$ cat src/rtl/word_stream_collector.sv
`default_nettype none
// ============================================================================
// Module      : word_stream_collector
// Description : Consumer end of a request-paced word stream. Issues one
//               request pulse per word, assembles one BITS_IN_NUM-bit number
//               from BITS_IN_NUM/REGISTER_SIZE words in an inferred RAM and
//               holds it behind a 1-cycle-latency random-access read port
//               until downstream logic releases it.
//               Optional macro WORD_COLLECTOR_TIMEOUT_EN adds a watchdog
//               that abandons a stalled collection after TIMEOUT_CYCLES
//               idle waiting cycles and raises a sticky timeout_out flag.
// Revision    : 1.0 - initial release
// ============================================================================
module word_stream_collector #(
    parameter int  BITS_IN_NUM    = 4096,
    parameter int  REGISTER_SIZE  = 32,
    parameter int  TIMEOUT_CYCLES = 1024,
    localparam int NUM_WORDS      = BITS_IN_NUM / REGISTER_SIZE,
    localparam int ADDR_SIZE      = $clog2(NUM_WORDS)
) (
    input  logic                     clk_in,
    input  logic                     rst_in,
    input  logic                     start_in,
    input  logic [REGISTER_SIZE-1:0] data_in,
    input  logic                     data_valid_in,
    output logic                     data_consumed_out,
    output logic                     number_ready_out,
    input  logic [ADDR_SIZE-1:0]     read_addr_in,
    output logic [REGISTER_SIZE-1:0] read_data_out,
    input  logic                     release_in,
    output logic                     busy_out,
    output logic [ADDR_SIZE:0]       word_count_out
`ifdef WORD_COLLECTOR_TIMEOUT_EN
    ,
    output logic                     timeout_out
`endif
);

    // ------------------------------------------------------------------------
    // Constants
    // ------------------------------------------------------------------------
    localparam int c_CNT_W = ADDR_SIZE + 1;

    localparam logic [1:0] c_ST_IDLE      = 2'd0;
    localparam logic [1:0] c_ST_REQUEST   = 2'd1;
    localparam logic [1:0] c_ST_WAIT_WORD = 2'd2;
    localparam logic [1:0] c_ST_HOLD      = 2'd3;

    // Count value at which the word being accepted is the final one
    localparam logic [c_CNT_W-1:0] c_LAST_IDX  = c_CNT_W'(NUM_WORDS - 1);
    localparam logic [c_CNT_W-1:0] c_NUM_WORDS = c_CNT_W'(NUM_WORDS);

    // ------------------------------------------------------------------------
    // Declarations
    // ------------------------------------------------------------------------
    logic [1:0]               r_state;
    logic [1:0]               w_state_next;
    logic [c_CNT_W-1:0]       r_count;
    logic                     w_start_accept;
    logic                     w_word_accept;
    logic                     w_last_word;
    logic                     w_wr_en;
    logic                     w_timeout_hit;
    logic [REGISTER_SIZE-1:0] r_mem [NUM_WORDS];

    // A start is only honoured from IDLE; a word is only taken while a
    // request is outstanding (REQUEST or WAIT_WORD).
    assign w_start_accept = (r_state == c_ST_IDLE) && start_in;
    assign w_word_accept  = data_valid_in &&
                            ((r_state == c_ST_REQUEST) || (r_state == c_ST_WAIT_WORD));
    assign w_last_word    = (r_count == c_LAST_IDX);

    // ------------------------------------------------------------------------
    // Optional watchdog
    // ------------------------------------------------------------------------
`ifdef WORD_COLLECTOR_TIMEOUT_EN
    localparam int c_TO_W = $clog2(TIMEOUT_CYCLES + 1);
    localparam logic [c_TO_W-1:0] c_TO_LAST = c_TO_W'(TIMEOUT_CYCLES - 1);

    logic [c_TO_W-1:0] r_to_cnt;
    logic              r_timeout;

    // Fires on the cycle that would bring the idle-wait count to the limit
    assign w_timeout_hit = (r_state == c_ST_WAIT_WORD) && !data_valid_in &&
                           (r_to_cnt == c_TO_LAST);

    // Idle-wait counter: cleared by every request pulse, advanced by each
    // WAIT_WORD cycle in which the producer stays silent.
    always_ff @(posedge clk_in) begin
        if (rst_in) begin
            r_to_cnt <= '0;
        end else if (r_state == c_ST_REQUEST) begin
            r_to_cnt <= '0;
        end else if ((r_state == c_ST_WAIT_WORD) && !data_valid_in) begin
            r_to_cnt <= r_to_cnt + 1'b1;
        end
    end

    // Sticky timeout flag, cleared only by a fresh accepted start or reset
    always_ff @(posedge clk_in) begin
        if (rst_in) begin
            r_timeout <= 1'b0;
        end else if (w_start_accept) begin
            r_timeout <= 1'b0;
        end else if (w_timeout_hit) begin
            r_timeout <= 1'b1;
        end
    end

    assign timeout_out = r_timeout;
`else
    logic w_unused_timeout_cfg;

    // Without the watchdog a stalled producer is waited on indefinitely;
    // the limit parameter is kept referenced so every build elaborates alike.
    assign w_timeout_hit        = 1'b0;
    assign w_unused_timeout_cfg = (TIMEOUT_CYCLES > 0);
`endif

    // ------------------------------------------------------------------------
    // Control FSM
    // ------------------------------------------------------------------------

    // State register
    always_ff @(posedge clk_in) begin
        if (rst_in) begin
            r_state <= c_ST_IDLE;
        end else begin
            r_state <= w_state_next;
        end
    end

    // Next-state logic; a word seen in REQUEST counts as the awaited word so
    // a producer answering in the same cycle is paced one word per pulse.
    always_comb begin
        w_state_next = r_state;
        case (r_state)
            c_ST_IDLE: begin
                if (start_in) begin
                    w_state_next = c_ST_REQUEST;
                end
            end
            c_ST_REQUEST: begin
                if (data_valid_in) begin
                    w_state_next = w_last_word ? c_ST_HOLD : c_ST_REQUEST;
                end else begin
                    w_state_next = c_ST_WAIT_WORD;
                end
            end
            c_ST_WAIT_WORD: begin
                if (data_valid_in) begin
                    w_state_next = w_last_word ? c_ST_HOLD : c_ST_REQUEST;
                end else if (w_timeout_hit) begin
                    w_state_next = c_ST_IDLE;
                end
            end
            c_ST_HOLD: begin
                if (release_in) begin
                    w_state_next = c_ST_IDLE;
                end
            end
            default: begin
                w_state_next = c_ST_IDLE;
            end
        endcase
    end

    // Moore outputs plus the storage write strobe
    always_comb begin
        data_consumed_out = (r_state == c_ST_REQUEST);
        number_ready_out  = (r_state == c_ST_HOLD);
        busy_out          = (r_state != c_ST_IDLE);
        w_wr_en           = w_word_accept && !rst_in;
    end

    // ------------------------------------------------------------------------
    // Datapath
    // ------------------------------------------------------------------------

    // Word counter: cleared by an accepted start, advanced per stored word,
    // left untouched in HOLD and after a watchdog abort for debug visibility.
    always_ff @(posedge clk_in) begin
        if (rst_in) begin
            r_count <= '0;
        end else if (w_start_accept) begin
            r_count <= '0;
        end else if (w_wr_en) begin
            r_count <= r_count + 1'b1;
        end
    end

    assign word_count_out = r_count;

    // Storage write port; contents deliberately survive reset
    always_ff @(posedge clk_in) begin
        if (w_wr_en) begin
            r_mem[r_count[ADDR_SIZE-1:0]] <= data_in;
        end
    end

    // Registered read port, read-first against a same-cycle write
    generate
        if ((1 << ADDR_SIZE) == NUM_WORDS) begin : g_rd_pow2
            always_ff @(posedge clk_in) begin
                if (rst_in) begin
                    read_data_out <= '0;
                end else begin
                    read_data_out <= r_mem[read_addr_in];
                end
            end
        end else begin : g_rd_bounded
            // Addresses past the last word read back as zero
            always_ff @(posedge clk_in) begin
                if (rst_in) begin
                    read_data_out <= '0;
                end else if ({1'b0, read_addr_in} < c_NUM_WORDS) begin
                    read_data_out <= r_mem[read_addr_in];
                end else begin
                    read_data_out <= '0;
                end
            end
        end
    endgenerate

endmodule
`default_nettype wire

$ cat config.mk
export PLATFORM = sky130hd
export DESIGN_NAME = word_stream_collector
export DESIGN_NICKNAME = d
export VERILOG_FILES = /design/src/rtl/word_stream_collector.sv
export SDC_FILE = /design/constraint.sdc
export NUM_CORES = 2
export LEC_CHECK = 0
export ABC_CLOCK_PERIOD_IN_PS = 5400
export BUFFER_PORTS_ARGS = -buffer_cell sky130_fd_sc_hd__buf_2
export CAP_MARGIN = 15
export CORE_UTILIZATION = 58
export CTS_CLUSTER_SIZE = 20
export DETAILED_ROUTE_END_ITERATION = 6
export PLACE_DENSITY = 0.77
export SYNTH_ARGS = -nofsm -noshare
export SYNTH_HDL_FRONTEND = slang
export SYNTH_SLANG_ARGS = --single-unit
$ cat constraint.sdc
create_clock -name clk_in -period 5.4 [get_ports clk_in]
set_clock_uncertainty 0.05 [all_clocks]
set_input_delay 0.81 -clock clk_in [delete_from_list [all_inputs] [get_ports clk_in]]
set_output_delay 0.81 -clock clk_in [all_outputs]
set_load 0.02 [all_outputs]
==> metrics.txt <==
status=finished, violations left; failing checks=design-rule violations, max-slew violations; Synth Instances=6,951; largest net degree at the start of global routing=129; layout cells sized above 1=26.9%; Peak VDD IR=0.318 mV; clock sink count=4,138; FP Rows=190; Crit path top cell by count=buf_12; CTS resizes=0; DIE AREA=272,000 sq um; Die Wd=521 um; HPWL Detailed=254,000 um; number of remaining DRC errors=3; Reg power frac=53.8%; CTS tree=yes; Final min period=4040 ps; Cell Pwr Density=372 nW/um^2; Slew @ Worst Pin=1730 ps; Crit. Startpoint=read_addr_in[1]; commonest non-fill, non-tap cell in the layout=edfxtp_1; Startpoint Class=primary input; vias=82.0k; TNS Setup=0 ps; PortBufs=86; Primary FF master, synth=edfxtp_1; #FFs+latches synth=4,138; total grt overflow=0; vias in the first global route=81.0k; Crit Path Category=in2reg; max-slew violation count=19; Avg WL per Cell=39.9 um; starting density of the core=58.3%; nets=7,451; Final Cycle Share=74.7%; critical path's slowest cell=nor2_1; Pint=0.0521 W; final hold vios=0; LEAKAGE=55.4 nW; min-delay src=data_in[13]; Longest Clk Path Bufs=4; Worst setup EP type=flip-flop; area delta synth->final=13.1%; met2 Use GR=51.2%; Worst path top cell family by delay=simple AND/OR/NAND/NOR gates; later-pin clock latency in the skew report=940 ps; synth warn=0; Clock power frac=42.0%; Syn Nets=7,001; antenna viol nets, final=0; CP Cell Sequence=buf_12, buf_12, buf_12, buf_4, mux4_2, a22oi_1, nand4_1, nor2_1, a31oi_1; postcts setup bufs=0; first-pass GRT wire length=618,000 um; fmax=248 MHz; Post-synth EDFFs=4,096; CP Capture Point=read_data_out[22]; syn_area_per_cell=22.5 sq um; switch share=20.9%; NetSw=0.0138 W; Final setup viols=0; Die Ht=521 um; Synth cell types=56; GR met3 Demand/Resource=8.06%; number of H-tree levels=5; combinational share of power=4.2%; Num CTS Buffers=395; Total Routed Length=452,000 um; GR Util All Layers=33.1%; clock slew seen by the registers of the worst setup and hold paths=60 ps; largest fanout on the critical path=50; R2R Setup Slk=1380 ps; unrepaired setup endpoints after global routing=false; Root Buffer=clkbuf_16; # IOs=87; path length in cells of the critical path=9; Reg-to-Reg End=r_mem[110][2]; vias per cell=7.23; Arrival @ worst endpoint=4730 ps; GPL Wtd Cong=0.953; most frequent cells in the layout=edfxtp_1 (4,096), mux4_2 (848), clkbuf_16 (404); Layout Utilization=66.0%; core area=268,000 sq um; final non-filler cell total=11.3k; Slew headroom=-15.3%; initial DRC count=14.5k; Synth Cell Area=156,000 sq um; Reg2Reg Depth=4; First-pass DRT Iterations=7; crit path buf inv count=4; initial antenna violation count=49; grt met1 use=42.1%; gr busiest metal=met2; Inst Count DP=10.6k; worst reg2reg startpoint=word_count_out[3]; cts hold-fix bufs=0; sequential fraction of the synthesis area=79.2%; CP max stage delay=1080 ps; required time worst endpoint=6090 ps; Async SR Flop Fraction=0%; worst hold path class=in2reg; Max-cap violations=0
## final cells by class
type,count,area [sq um]
Fill cell,16005,91300
Clock buffer,475,10500
Sequential cell,4138,124000
Clock inverter,237,2270
Antenna cell,72,180
Multi-Input combinational cell,2413,31800
Inverter,7,26.3
Timing Repair Buffer,446,3830
Tap cell,3552,4440
## per-layer routing
layer	vias up	wire [um]
met5	-	172
met4	24	35400
met3	1381	59100
met2	7603	211000
met1	42368	146000
li1	30646	-
## power by group through the flow
stage	Sequential [W]	Combinational, W	Clock [W]
5_1_grt	0.0354	0.00283	0.0288
3_5_place_dp	0.0361	0.00268	0
4_1_cts	0.0354	0.00271	0.0277
3_3_place_gp	0.0361	0.00261	0
2_1_floorplan	0.0361	0.00135	0
6_report	0.0354	0.00277	0.0277
## worst min path at each step
stage,to,slack [ps],cells past startpoint
detailed placement,r_state[1],480,2
floorplan,r_state[1],440,2
CTS,r_mem[55][13],80,1
finish,r_mem[55][13],110,1
global route,r_mem[55][13],90,1
global placement,r_state[1],450,2
## worst register-to-register path, delay by kind of cell, from the launching register on
| kind | cells | cell delay, ps |
|---|---|---|
| buffers and inverters | 1 | 580 |
| flip-flops | 1 | 500 |
| AND/OR/NAND/NOR | 3 | 2490 |
## registers in the layout (all words and copies together), names as in the netlist
register        count
r_state             2
r_mem            4096
read_data_out      32
word_count_out      8
## metrics by stage
step | power [W] | worst slack [ps] | hold WS, ps | instance area, sq um
final | 0.0658 | 1360 | 106 | 177000
after global routing | 0.0670 | 1390 | 88.8 | 177000
after floorplan | 0.0374 | 1240 | 437 | 156000
after CTS | 0.0658 | 1470 | 79.0 | 177000
after detailed placement | 0.0388 | 560 | 480 | 164000
after global placement | 0.0387 | 566 | 453 | 164000
## cell usage after synthesis (7+ instances only)
cell type / n / area [sq um]
edfxtp_1: 4096 / 123000
and3_1: 55 / 344
o21ai_0: 60 / 300
a21oi_1: 11 / 55.1
buf_2: 161 / 806
mux2i_1: 361 / 3610
or3_1: 9 / 56.3
o22a_1: 29 / 254
a41oi_1: 7 / 61.3
a22oi_1: 365 / 2740
nor3_1: 44 / 220
a221oi_1: 49 / 429
clkbuf_1: 178 / 668
buf_6: 9 / 101
a22o_1: 31 / 272
nor2_1: 175 / 657
nand3_1: 21 / 105
buf_1: 16 / 60.1
a211oi_1: 24 / 180
buf_4: 27 / 203
mux2_2: 53 / 597
nor2b_1: 21 / 131
nand2_1: 45 / 169
dfxtp_1: 42 / 841
o22ai_1: 32 / 200
mux4_2: 848 / 19100
nand4_1: 58 / 363
a31oi_1: 51 / 319
## cells by family after synthesis
logic type / share of synthesized area [%]
flops: 79.2
mux: 14.9
compound gates: 3.13
simple gates: 1.52
buf+inv: 1.20
xor+xnor: 0.0392
fa+ha+maj: 0.0480
No activity file was read; power rests on OpenSTA's default activity.
